File: src/rtl/vga_pkg.sv
// Shared 640x480@60 timing constants, counter width and FSM encoding
// for the VGA sync path.
package vga_pkg;

    localparam int CNT_W = 10;

    localparam int VGA_H_VISIBLE = 640;
    localparam int VGA_H_FRONT   = 16;
    localparam int VGA_H_SYNC    = 96;
    localparam int VGA_H_BACK    = 48;
    localparam int VGA_H_TOTAL   = VGA_H_VISIBLE + VGA_H_FRONT
                                 + VGA_H_SYNC + VGA_H_BACK;

    localparam int VGA_V_VISIBLE = 480;
    localparam int VGA_V_FRONT   = 10;
    localparam int VGA_V_SYNC    = 2;
    localparam int VGA_V_BACK    = 33;
    localparam int VGA_V_TOTAL   = VGA_V_VISIBLE + VGA_V_FRONT
                                 + VGA_V_SYNC + VGA_V_BACK;

    localparam int   VGA_CLK_DIV  = 4;
    localparam logic VGA_SYNC_POL = 1'b0;

    typedef enum logic [1:0] {
        IDLE     = 2'd0,
        RUN      = 2'd1,
        STOPPING = 2'd2
    } state_t;

    // True when lo <= c < lo + len.
    function automatic logic in_span(
        input logic [CNT_W-1:0] c,
        input int               lo,
        input int               len
    );
        return (int'(c) >= lo) && (int'(c) < lo + len);
    endfunction

endpackage

File: src/rtl/vga_timing_controller_pixel_tick_gen.sv
// Pixel-rate divider: counts 0..CLK_DIV-1 while run is high, flags the
// advance edge and marks the first clk of each pixel.
module pixel_tick_gen #(
    parameter int CLK_DIV = 4
) (
    input  logic clk,
    input  logic reset,
    input  logic run,
    output logic advance,
    output logic tick
);

    localparam int DW = (CLK_DIV > 2) ? $clog2(CLK_DIV) : 1;
    localparam logic [DW-1:0] LAST = DW'(CLK_DIV - 1);

    logic [DW-1:0] div_q;

    assign advance = run && (div_q == LAST);
    // div_q is 0 on the clk right after a start or an advance edge
    assign tick    = run && (div_q == '0);

    // Divider counter, parked at 0 whenever scanning is off
    always_ff @(posedge clk or posedge reset) begin
        if (reset) begin
            div_q <= '0;
        end else if (!run || advance) begin
            div_q <= '0;
        end else begin
            div_q <= div_q + DW'(1);
        end
    end

endmodule

File: src/rtl/vga_timing_controller.sv
// VGA sync sequencer: run/stop FSM, horizontal/vertical counters and
// registered sync/video decode aligned with the counters they describe.
module vga_timing_controller
    import vga_pkg::*;
#(
    parameter int   H_VISIBLE = VGA_H_VISIBLE,
    parameter int   H_FRONT   = VGA_H_FRONT,
    parameter int   H_SYNC    = VGA_H_SYNC,
    parameter int   H_BACK    = VGA_H_BACK,
    parameter int   V_VISIBLE = VGA_V_VISIBLE,
    parameter int   V_FRONT   = VGA_V_FRONT,
    parameter int   V_SYNC    = VGA_V_SYNC,
    parameter int   V_BACK    = VGA_V_BACK,
    parameter int   CLK_DIV   = VGA_CLK_DIV,
    parameter logic SYNC_POL  = VGA_SYNC_POL
) (
    input  logic             clk,
    input  logic             reset,
    input  logic             enable,
    output logic             pixel_tick,
    output logic [CNT_W-1:0] cnt_h,
    output logic [CNT_W-1:0] cnt_v,
    output logic             hsync,
    output logic             vsync,
    output logic             video_on,
    output logic             frame_start
);

    localparam int H_TOTAL = H_VISIBLE + H_FRONT + H_SYNC + H_BACK;
    localparam int V_TOTAL = V_VISIBLE + V_FRONT + V_SYNC + V_BACK;
    localparam int HS_LO   = H_VISIBLE + H_FRONT;
    localparam int VS_LO   = V_VISIBLE + V_FRONT;

    if (H_TOTAL > (1 << CNT_W) || V_TOTAL > (1 << CNT_W)) begin : g_bad_total
        $error("vga_timing_controller: line/frame total exceeds counter range");
    end
    if (CLK_DIV < 2) begin : g_bad_div
        $error("vga_timing_controller: CLK_DIV must be at least 2");
    end

    state_t           state_q;
    state_t           state_n;
    logic [CNT_W-1:0] h_n;
    logic [CNT_W-1:0] v_n;
    logic             on_n;
    logic             fs_n;
    logic             video_n;
    logic             hs_n;
    logic             vs_n;
    logic             run;
    logic             advance;
    logic             tick;
    logic             h_end;
    logic             v_end;
    logic             wrap;

    assign run   = (state_q != IDLE);
    assign h_end = in_span(cnt_h, H_TOTAL - 1, 1);
    assign v_end = in_span(cnt_v, V_TOTAL - 1, 1);
    assign wrap  = advance && h_end && v_end;

    pixel_tick_gen #(
        .CLK_DIV (CLK_DIV)
    ) u_tick (
        .clk     (clk),
        .reset   (reset),
        .run     (run),
        .advance (advance),
        .tick    (tick)
    );

    // tick is a decode of the divider and state registers; it is 0 on
    // the clk after a stopping wrap because the state is already IDLE
    assign pixel_tick = tick;

    // Next state, next coordinates and the decode of those coordinates
    always_comb begin
        state_n = state_q;
        h_n     = cnt_h;
        v_n     = cnt_v;
        fs_n    = 1'b0;

        unique case (state_q)
            IDLE: begin
                if (enable) begin
                    state_n = RUN;
                    fs_n    = 1'b1;
                end
            end
            RUN: begin
                if (!enable) begin
                    state_n = STOPPING;
                end
                fs_n = wrap;
            end
            STOPPING: begin
                if (wrap) begin
                    state_n = IDLE;
                end else if (enable) begin
                    state_n = RUN;
                end
            end
            default: begin
                state_n = IDLE;
            end
        endcase

        if (advance) begin
            if (h_end) begin
                h_n = '0;
                v_n = v_end ? '0 : cnt_v + CNT_W'(1);
            end else begin
                h_n = cnt_h + CNT_W'(1);
            end
        end
        if (state_n == IDLE) begin
            h_n = '0;
            v_n = '0;
        end

        on_n    = (state_n != IDLE);
        video_n = on_n
               && in_span(h_n, 0, H_VISIBLE)
               && in_span(v_n, 0, V_VISIBLE);
        hs_n    = (on_n && in_span(h_n, HS_LO, H_SYNC)) ? SYNC_POL : ~SYNC_POL;
        vs_n    = (on_n && in_span(v_n, VS_LO, V_SYNC)) ? SYNC_POL : ~SYNC_POL;
    end

    // FSM state and scan counters
    always_ff @(posedge clk or posedge reset) begin
        if (reset) begin
            state_q <= IDLE;
            cnt_h   <= '0;
            cnt_v   <= '0;
        end else begin
            state_q <= state_n;
            cnt_h   <= h_n;
            cnt_v   <= v_n;
        end
    end

    // Output registers fed from the next-coordinate decode
    always_ff @(posedge clk or posedge reset) begin
        if (reset) begin
            frame_start <= 1'b0;
            video_on    <= 1'b0;
            hsync       <= ~SYNC_POL;
            vsync       <= ~SYNC_POL;
        end else begin
            frame_start <= fs_n;
            video_on    <= video_n;
            hsync       <= hs_n;
            vsync       <= vs_n;
        end
    end

endmodule
File: config.mk
export PLATFORM = sky130hd
export DESIGN_NAME = vga_timing_controller
export DESIGN_NICKNAME = d
export VERILOG_FILES = /design/src/rtl/vga_pkg.sv /design/src/rtl/vga_timing_controller_pixel_tick_gen.sv /design/src/rtl/vga_timing_controller.sv
export SDC_FILE = /design/constraint.sdc
export NUM_CORES = 1
export LEC_CHECK = 0
export CAP_MARGIN = 20
export CORE_UTILIZATION = 25
export CTS_BUF_LIST = sky130_fd_sc_hd__clkbuf_4
export CTS_CLUSTER_DIAMETER = 60
export DETAILED_ROUTE_END_ITERATION = 7
export PLACE_DENSITY = 0.47
export SETUP_SLACK_MARGIN = 0.5
export SLEW_MARGIN = 20
export SYNTH_ARGS = -nofsm -noshare
export SYNTH_HDL_FRONTEND = slang
export SYNTH_HIERARCHICAL = 1
export SYNTH_SLANG_ARGS = --single-unit
File: constraint.sdc
create_clock -name clk -period 6.06 [get_ports clk]
set_clock_uncertainty 0.05 [all_clocks]
set_input_delay 0.606 -clock clk [delete_from_list [all_inputs] [get_ports clk]]
set_output_delay 0.606 -clock clk [all_outputs]
set_load 0.02 [all_outputs]
Yosys cells after proc, flatten, opt, wreduce, memory -nomap -nowiden
Cells that the tools add are included.
- output and inout bits: 25
- register bits after elaboration: 28
- add/sub/neg operators: 3
- equality and inequality tests: 3
- reductions and logical operators: 19
- muxes and demuxes: 16
- magnitude comparators: 10
- operators with widths (cell ; count):
    $mux 10 ; 7
    $lt 10x10->1 const B ; 4
    $ge 10x10->1 const B ; 3
    $add 10x1->10 const B ; 2
    $lt 10x9->1 const B ; 2
    $logic_and 1x1->1 ; 12
    $ge 10x9->1 const B ; 1
    $mux 2 ; 4
    $logic_not 2->1 ; 3
    $pmux 2 s3 ; 1
    $eq 2x2->1 const B ; 2
    $reduce_bool 2->1 ; 2
    $mux 1 ; 3
    $add 2x1->2 const B ; 1
    $eq 2x1->1 const B ; 1
    $pmux 1 s2 ; 1
    $logic_not 1->1 ; 1
    $logic_or 1x1->1 ; 1

Logic depth before layout (Yosys ltp)
Gate-level depths: netlist of the first run.
- depth after elaboration: 12
- gate-level depth with buffers: 10
- depth with buffers taken out: 7

Modules after synthesis
Netlist of the first run, hierarchy kept.
- modules (own cells, without submodules) (module ; seq. area each (µm²) ; area an instance (µm²) ; cells each ; times used):
    vga_timing_controller ; 653.1 ; 1747.9 ; 187 ; 1
    pixel_tick_gen ; 50.0 ; 121.4 ; 11 ; 1

Worst setup path after synthesis of the first run
Ideal clock, no wire load.
- kind: flip-flop to flip-flop
- start point: register state_q[0]
- end point: register video_on
- clock period less this slack: 2.262 ns
- required time: 5.880 ns
- path slack: 3.798 ns
- stages on the path, launching flop included: 11
- arrival time: 2.082 ns
- path through: dfrtp_1 or2_2 and2_2 clkbuf_8 nand2_1 nor4_2 buf_2 a21o_1 buf_4 a211oi_2 nor3b_2
- word-level cells in the longest chain between the ends: 11
- ends and longest elaborated chain (element ; RTL line ; source):
    start: declaration ; vga_timing_controller.sv:41 ; state_t state_q;
    start signal: assignment ; vga_timing_controller.sv:136 ; state_q <= state_n;
    $reduce_bool 2->1 * ; vga_timing_controller.sv:57 ; assign run = (state_q != IDLE);
    net run ; vga_timing_controller.sv:50 ; logic run;
    $logic_and 1x1->1 * ; vga_timing_controller_pixel_tick_gen.sv:18 ; assign advance = run && (div_q == LAST);
    net advance ; vga_timing_controller.sv:51 ; logic advance;
    $logic_and 1x1->1 (2 in series) ; vga_timing_controller.sv:60 ; assign wrap = advance && h_end && v_end;
    $mux 2 ; vga_timing_controller.sv:97 ; if (wrap) begin
    $pmux 2 s3 ; vga_timing_controller.sv:83 ; unique case (state_q)
    $logic_not 2->1 ; vga_timing_controller.sv:116 ; if (state_n == IDLE) begin
    $mux 10 ; vga_timing_controller.sv:116 ;
    $lt 10x10->1 ; vga_pkg.sv:36 ; return (int'(c) >= lo) && (int'(c) < lo + len);
    $logic_and 1x1->1 ; vga_timing_controller.sv:123 ; && in_span(h_n, 0, H_VISIBLE)
    $logic_and 1x1->1 * ; vga_timing_controller.sv:124 ; && in_span(v_n, 0, V_VISIBLE);
    net video_n ; vga_timing_controller.sv:47 ; logic video_n;
    end signal: assignment ; vga_timing_controller.sv:151 ; video_on <= video_n;
    end: declaration ; vga_timing_controller.sv:25 ; output logic video_on,
Mark *: on every way through the listed nets, which the timed path passes. The rest lies on a longest branch.

Worst setup path after layout of the first run
- start point: register state_q[1]
- end point: register video_on
The elaborated chain is that of the path after synthesis.

==> results of run 1 <==
-- synthesized netlist by cell type, types with 2 or more instances --
library cell and n:
dfrtp_1 26, nor2_1 19, nand2_1 17, a21oi_1 10, nand4_1 10, inv_1 9
xor2_1 9, nand3_1 7, xnor2_1 7, ha_1 6, nor3_1 6, and2_1 4
nand2b_1 4, nor4_1 4, o21ai_0 4, buf_6 3, and3b_1 2, buf_4 2
clkbuf_8 2, dfstp_2 2, mux2i_1 2, nor3b_2 2, o21ai_1 2, o31a_1 2
or2_2 2, or3_1 2, or4_1 2
-- sequential cells by signal, summed over array words and instances (netlist names) --
signal / cells
cnt_v: 10
vsync: 1
hsync: 1
state_q: 2
frame_start: 1
u_tick/div_q: 2
cnt_h: 10
video_on: 1
-- per-layer routing --
layer | wire length (um) | track usage (%) | part of all wire (%)
met1 | 2260 | 17.2 | 51
met2 | 1980 | 18.4 | 45
met3 | 101 | 1.40 | 2.3
met4 | 62 | 3.52 | 1.4
met5 | 0 | 0 | 0
-- cell families (layout without fill, tap and decap cells) --
family	after synthesis	in the layout
flip-flops	28	28
AND/OR/NAND/NOR	95	95
AO/OA/AOI/OAI	31	31
adder cells (fa/ha/maj)	6	6
XOR/XNOR	16	16
buffers and inverters	20	40
multiplexers	2	2
-- power groups by stage --
stage,combinational [W],sequential [W],clock [W]
after floorplan,0.0000413,0.000213,0
after global placement,0.0000653,0.000210,0
after detailed placement,0.0000650,0.000210,0
after CTS,0.0000658,0.000207,0.0000892
after global routing,0.0000726,0.000208,0.0000947
final,0.0000638,0.000207,0.0000860
-- critical path, cell delays in order, from the launching register on --
cell and delay, ns:
dfrtp_1 0.47, or2_2 0.17, and2_2 0.24, nand2_1 0.22
nor4_2 0.86, a31o_2 0.43, a21oi_1 0.10, nor3b_2 0.17
-- per-stage QoR --
step	total power, W	cells
2_1_floorplan	0.000255	198
3_3_place_gp	0.000275	313
3_5_place_dp	0.000275	313
4_1_cts	0.000362	317
5_1_grt	0.000376	317
6_report	0.000357	317
-- final timing paths --
kind	startpoint	endpoint	slack, ns	cells past startpoint
max	state_q[1]	video_on	3.25	7
min	reset	u_tick/div_q[1]	0.39	2
max reg2reg	state_q[1]	video_on	3.25	7
min reg2reg	u_tick/div_q[0]	u_tick/div_q[0]	0.44	1
max in group asynchronous	reset	vsync	4.97	2
min in group clk	u_tick/div_q[0]	u_tick/div_q[0]	0.44	1
-- final cells by class --
class	count	area, um^2	share of cell area (%)
Clock buffer	3	22.5	1.03
Clock inverter	1	3.75	0.172
Inverter	9	33.8	1.54
Multi-Input combinational cell	150	1030	47.1
Sequential cell	28	703	32.1
Tap cell	99	124	5.66
Timing Repair Buffer	27	270	12.3
==> flow_summary.ini, run 1 <==
[run_status]
outcome = finished, final reports clean

[layout]
nFillCells = 768
final_design_area_no_fill_um2 = 2190
layout.cells.most_common = clkdlybuf4s50_1
antenna-diode-count = 0
final_core_utilization_pct = 30.2
layout_common_cells = 27 x clkdlybuf4s50_1, 26 x dfrtp_1, 19 x nor2_1
area_delta_synth_final_pct = 17.1
nets = 228
post_route_cells_drive_above_1_share_pct = 9.63

[power]
sequentialPowerShare_pct = 58.0
total_switching_power_w = 0.000107
switching_share_pct = 29.9
p_leak_nw = 0.834
power.ir.vdd_worst_v = 0.0000788
comb_power_share_pct = 17.9
cell_internal_pwr_w = 0.000250
cellPowerDensity_nw_per_um2 = 163
relative_contribution_of_the_clock_network_to_total_power_pct = 24.1

[logic_synthesis]
synthTopCellsByArea = dfrtp_1 35%, xor2_1 4.2%, ha_1 4.0%, nor2_1 3.8%, nand2_1 3.4%
asr_flop_ratio_synth_pct = 100
synth_top_family_by_area = simple AND/OR/NAND/NOR gates
postSynthCellCount = 198
synthDominantAreaCellType = dfrtp_1
post_synth_fa_ha_maj_area_fraction_pct = 4.02
synthesis.area_um2 = 1870
synth_top_cell_area_share_pct = 34.8
postSynth.topFlopCell = dfrtp_1
synth_compound_area_share_pct = 11.4
ys_seq_area_share_pct = 37.6
synth_nets = 207
synthesis.area_per_instance_um2 = 9.44
yosys_warnings = 6
synth-xor-area-share_pct = 7.50
synth_simple_gate_area_share_pct = 31.1
synth_mux_area_share_pct = 1.07
yosys.cell_types.count = 58
yosys_register_bits = 28
synth-edff-count = 0

[routing]
routed_wirelength_um = 4400
drt-wirelength-per-cell_um = 13.9
postRouteAntennaNets = 0
drt_iter0_drc = 73
drc = 0
drt_first_pass_iters = 4
drt-vias-per-instance = 4.73
routed-via-count = 1498

[clock_tree]
tritoncts_num_sinks = 28
cts-buffers-inserted = 3
cts_hold_buffers = 0
cts.repair.resized = 0
clk_pin_slew_worst_paths_ns = 0.18
tritoncts = yes
clock_path_buffers = 2
ctsRootBufferMaster = clkbuf_4
cts_setup_buffers = 0
clock_insertion_delay_worst_skew_ns = 0.34
cts_max_level = 1

[floorplan]
core_area_um2 = 7250
die-height_um = 88.5
die_area_um2 = 7830
floorplan.die.width_um = 88.5
top_level_ports = 28
initial_core_util_pct = 25.8
floorplan.rows = 31

[sta]
fin_crit_period_ns = 2.81
setup_viol = 0
hold-worst-slack_ns = 0.387
top_achievable_clock_speed_ghz = 0.355
max_slew.worst_pin.slew_ns = 0.979
unrepaired_setup_endpoints_after_global_routing = no
maxSlewHeadroom_pct = 34.2
final.setup.worst_slack_ns = 3.25
tns_setup_ns = 0
final_hold_viol_count = 0
timing.final.crit_share_pct = 46.4
maxSlewViolCount = 0

[worst_setup_path]
cp_data_required_time_ns = 6.24
setup.worst_path.end_class = flip-flop
path_max_fanout = 11
startpoint_class = flip-flop
worstSetupPathType = reg -> reg
critPathArrivalTime_ns = 2.99

[place]
post-place-ws_ns = 3.30
post-dp-hpwl_um = 3130
placement.io_buffers = 27
placed_area_um2 = 2160
gp_congestion = 0.766

[hold_path]
hold_wc_path_type = in -> async

[global_route]
grt.overflow.total = 0
first_global_vias = 1462
grt_antenna_before_repair = 0
grt.total_usage_pct = 11.8
grt_first_pass_wirelength_um = 7270
grt_max_degree = 27

[job]
maxCapViolCount = 0
No activity file was read; power rests on OpenSTA's default activity.
==> run 2, diff against run 1 <==
Settings changed: PLACE_DENSITY 0.47 to 0.49.
Clock period 6.06 ns to 2.4 ns, I/O delays scaled along.
==> run 2 against run 1 <==
Against the previous run: worst hold slack improved by 0.070 ns; clock power increased to 2.7 times the previous value; critical path depth down 1; combinational power increased to 3.6 times the previous value; global-route usage rose by 1.5 points; clock-buffer cell count grew 1; routed wire length up 15%; final cell count rose by 11%; cell area up 19%; maximum frequency is 43% higher; die area unchanged; sequential share of layout area shrank 4.6 points.
==> flow_summary.ini, run 2 (synthesized netlist as in run 1, its figures left out) <==
[power]
p_leak_nw = 1.05
switching_share_pct = 29.9
total_switching_power_w = 0.000294
comb_power_share_pct = 23.5
relative_contribution_of_the_clock_network_to_total_power_pct = 23.8
sequentialPowerShare_pct = 52.6
cell_internal_pwr_w = 0.000688
cellPowerDensity_nw_per_um2 = 377
power.ir.vdd_worst_v = 0.000258

[clock_tree]
tritoncts_num_sinks = 28
clock_insertion_delay_worst_skew_ns = 0.35
tritoncts = yes
clk_pin_slew_worst_paths_ns = 0.16
cts-buffers-inserted = 3
clock_path_buffers = 2
ctsRootBufferMaster = clkbuf_4
cts_max_level = 1

[routing]
routed-via-count = 1652
postRouteAntennaNets = 0
drc = 0
met1_length_um = 2450
drt_iter0_drc = 60
top_layer = met4
drt_first_pass_iters = 4
routed_wirelength_um = 5050
drt-wirelength-per-cell_um = 14.3
detailroute.wirelength.met2_um = 2420
drt-vias-per-instance = 4.69
met3WireLength_um = 118

[floorplan]
die_area_um2 = 7830
top_level_ports = 28
floorplan.die.width_um = 88.5
die-height_um = 88.5
core_area_um2 = 7250
initial_core_util_pct = 25.8
floorplan.rows = 31

[sta]
final_hold_viol_count = 0
hold-worst-slack_ns = 0.457
setup_viol = 0
final.setup.worst_slack_ns = 0.430
tns_setup_ns = 0
unrepaired_setup_endpoints_after_global_routing = yes
maxSlewViolCount = 0
fin_crit_period_ns = 1.97
top_achievable_clock_speed_ghz = 0.508
timing.final.crit_share_pct = 82.1
maxSlewHeadroom_pct = 71.2
max_slew.worst_pin.slew_ns = 0.428

[worst_setup_path]
path_max_fanout = 5
critPathArrivalTime_ns = 2.18
setup.worst_path.end_class = flip-flop
cp_data_required_time_ns = 2.61
startpoint_class = flip-flop
worstSetupPathType = reg -> reg

[layout]
layout.cells.most_common = buf_4
reg.largest.list = cnt_h x10, cnt_v x10
nFillCells = 761
layout_common_cells = 31 x buf_4, 24 x clkdlybuf4s50_1, 19 x nor2_1
antenna-diode-count = 0
post_route_cells_drive_above_1_share_pct = 32.8
final_core_utilization_pct = 35.9
seqCellArea_um2 = 717
nets = 263
area_delta_synth_final_pct = 39.5
multi_input_area_um2 = 1150

[place]
gp_congestion = 0.779
post-dp-hpwl_um = 3340
post-place-ws_ns = 0.225
placement.io_buffers = 27

[global_route]
grt.total_usage_pct = 13.3
grt.overflow.total = 0
first_global_vias = 1571
grt_first_pass_wirelength_um = 8000
grt_antenna_before_repair = 0
grt_max_degree = 27

[hold_path]
hold_wc_path_type = in -> reg

[job]
maxCapViolCount = 0

[run_status]
outcome = finished, final reports clean
[run 2: path summary, 6_finish.rpt]
check	from	to	slack [ns]	cells past startpoint
worst max-delay path	cnt_h[5]	cnt_v[8]	0.43	6
worst min-delay path	enable	state_q[1]	0.46	2
worst max register to register	cnt_h[5]	cnt_v[8]	0.43	6
worst min register to register	u_tick/div_q[0]	u_tick/div_q[0]	0.52	2
max in group asynchronous	reset	vsync	1.22	4
min in group asynchronous	reset	u_tick/div_q[1]	0.53	3
[run 2: per-stage QoR]
stage          std cells  total power, W  instance area [um^2]
6_report             352        0.000982                  2610
3_3_place_gp         320        0.000716                  2260
2_1_floorplan        198        0.000657                  1920
4_1_cts              343        0.000990                  2480
3_5_place_dp         320        0.000720                  2260
5_1_grt              352         0.00104                  2610
[run 2: worst max-delay path, cell delays in order (launching register included)]
cell	delay, ns
dfrtp_2	0.48
or4b_4	0.56
nor4_4	0.26
buf_4	0.18
nand4_1	0.11
xor2_1	0.19
nor2_1	0.05
[run 2: layer usage]
metal	vias to the layer above	global-route usage, %
met3	5	1.68
met4	0	3.52
li1	812	-
met5	-	0
met2	24	22.1
met1	811	18.3
[run 2: timing repair]
item,in CTS,in global routing
hold buffers,1,0
pin swaps,10,8
endpoints found under the hold margin,2,0
setup endpoints to repair,21,28
setup buffers,18,9
gates resized for setup,16,16
cloned,0,0
[run 2: cell type report]
cell class / count / share of cell area [%]
flip-flops and latches: 28 / 27.5
multi-input cells: 150 / 44.2
clock buffers: 4 / 1.15
well taps: 99 / 4.75
repair buffers: 62 / 21.1
inverters: 9 / 1.30
[run 2: power by group through the flow]
stage / combinational [W] / sequential [W] / clock (W)
2_1_floorplan: 0.000114 / 0.000543 / 0
3_3_place_gp: 0.000183 / 0.000534 / 0
3_5_place_dp: 0.000183 / 0.000536 / 0
4_1_cts: 0.000228 / 0.000517 / 0.000245
5_1_grt: 0.000258 / 0.000521 / 0.000258
6_report: 0.000231 / 0.000517 / 0.000234
==> run 3, diff against run 2 <==
Settings changed: PLACE_DENSITY 0.49 to 0.47.
Clock period 2.4 ns to 2.05 ns, I/O delays scaled along.
==> run 3 against run 2 <==
Against the previous run: non-clock buffer count grew 30; cell area grew 17%; die area is the same; combinational power rose by 64%; highest routed layer unchanged; critical path type unchanged.
==> flow_summary.ini, run 3 (synthesized netlist as in run 1, its figures left out) <==
[run_status]
outcome = finished, final reports clean

[floorplan]
core_area_um2 = 7250
floorplan.die.width_um = 88.5
floorplan.rows = 31
die-height_um = 88.5
die_area_um2 = 7830
initial_core_util_pct = 25.8
top_level_ports = 28

[layout]
post_route_cells_drive_above_1_share_pct = 53.0
antenna-diode-count = 0
reg.largest.list = cnt_h x10, cnt_v x10
area_delta_synth_final_pct = 63.1
multi_input_area_um2 = 1370
seqCellArea_um2 = 713
nFillCells = 727
layout.cells.most_common = buf_4
layout_common_cells = 45 x buf_4, 20 x buf_6, 18 x dfrtp_1
nets = 293

[place]
placement.io_buffers = 27
gp_congestion = 0.746
post-dp-hpwl_um = 3760

[global_route]
grt.total_usage_pct = 14.8
grt.overflow.total = 0
grt_max_degree = 27
grt_first_pass_wirelength_um = 8890
first_global_vias = 1792
grt_antenna_before_repair = 0

[hold_path]
worst_hold_path.num_cells = 2
hold_wc_path_type = in -> reg
worst_hold_startpoint = enable
hold_end = state_q[0]

[power]
p_leak_nw = 1.27
total_power_w = 0.00126
power.ir.vdd_worst_v = 0.000342
cellPowerDensity_nw_per_um2 = 414

[clock_tree]
tritoncts_num_sinks = 28
cts-buffers-inserted = 3
clock_path_buffers = 2
cts_max_level = 1
ctsRootBufferMaster = clkbuf_4
clk_pin_slew_worst_paths_ns = 0.17
tritoncts = yes
clock_insertion_delay_worst_skew_ns = 0.36

[job]
maxCapViolCount = 0

[routing]
detailroute.wirelength.met2_um = 2740
met3WireLength_um = 212
drt_iter0_drc = 77
postRouteAntennaNets = 0
drc = 0
met1_length_um = 2590
top_layer = met4
routed_wirelength_um = 5600
routed-via-count = 1808
drt-wirelength-per-cell_um = 14.7
drt_first_pass_iters = 4
drt-vias-per-instance = 4.73

[worst_setup_path]
worst_path_max_delay_cell = or4b_4
r2r_cells = 7
crit_path_cell_trace = ha_4 > or4b_4 > nor4_4 > buf_4 > o21ai_2 > a211oi_2 > nor3b_2
setup.worst_path.end_class = flip-flop
worstSetupPathType = reg -> reg
critPathMaxStageDelay_ns = 0.47
reg2reg_to = video_on
regToRegSetupSlack_ns = 0.04
worst_r2r_startpoint = cnt_h[0]
cp_data_required_time_ns = 2.25
startpoint_class = flip-flop
path_max_fanout = 3
critPathArrivalTime_ns = 2.22

[sta]
final_hold_viol_count = 0
max_slew.worst_pin.slew_ns = 0.437
setup_viol = 0
maxSlewHeadroom_pct = 70.7
fin_crit_period_ns = 2.01
maxSlewViolCount = 0
timing.final.crit_share_pct = 98.2
hold-worst-slack_ns = 0.405
unrepaired_setup_endpoints_after_global_routing = yes
top_achievable_clock_speed_ghz = 0.497
==> run 3: changes by cell type in the layout (fill, tap and decap cells not counted), sizes merged <==
cell / previous run / this run
clkdlybuf4s15: 0 / 2
buf: 34 / 65
clkbuf: 4 / 14
clkdlybuf4s50: 24 / 5
dlygate4sd2: 1 / 9
dlymetal6s2s: 2 / 0
==> run 3: worst max-delay path: cells and delay by family, from the launching register on <==
kind | cells | cell delay (ns)
simple gates | 3 | 0.82
fa+ha+maj | 1 | 0.15
flops | 1 | 0.43
buf+inv | 1 | 0.17
compound gates | 2 | 0.29
==> run 3: through the flow <==
step / instance area [um^2] / worst slack [ns] / TNS (ns) / std cells / utilization (%)
4_1_cts: 2800 / 0.0441 / 0 / 367 / 38.6
2_1_floorplan: 1980 / -0.0395 / -0.0395 / 198 / -
5_1_grt: 3050 / -0.0343 / -0.114 / 382 / 42.0
3_5_place_dp: 2550 / -0.0522 / -0.0522 / 350 / 35.2
3_3_place_gp: 2550 / 0.0175 / 0 / 350 / 35.2
6_report: 3050 / 0.0361 / 0 / 382 / 42.0
==> run 3: cell type report <==
cell class / instances / area share [%]
clock buffer: 4 / 0.985
inverter: 9 / 1.19
multi-input combinational: 150 / 45.0
sequential: 28 / 23.4
tap: 99 / 4.06
timing repair buffer: 92 / 25.3
==> run 3: timing repair <==
action                                  4_1_cts  5_1_grt
hold buffers                                  1        0
endpoints found under the setup margin       51       42
gates resized for setup                      59       55
hold endpoints to repair                      2        0
buffers inserted                             12       15
pin swaps                                    18       19
==> run 3: power by group <==
part | total [W] | leakage (nW) | internal [W] | switching [W]
Combinational | 0.000378 | 0.888 | 0.000200 | 0.000178
Sequential | 0.000606 | 0.361 | 0.000584 | 0.0000222
Clock | 0.000277 | 0.0184 | 0.0000901 | 0.000187
==> run 3: per-layer routing <==
metal / GRT usage [%] / vias up
met2: 24.5 / 43
met1: 20.2 / 883
li1: - / 877
met3: 2.05 / 5
met5: 0 / -
met4: 4.25 / 0
==> run 3: worst max path at each step <==
stage	from	end	slack [ns]	depth (start not counted)
global route	cnt_h[0]	cnt_v[8]	-0.03	7
floorplan	cnt_h[1]	video_on	-0.04	6
detailed placement	u_tick/div_q[1]	video_on	-0.05	7
global placement	u_tick/div_q[1]	video_on	0.02	7
finish	cnt_h[0]	video_on	0.04	7
CTS	u_tick/div_q[1]	video_on	0.04	7
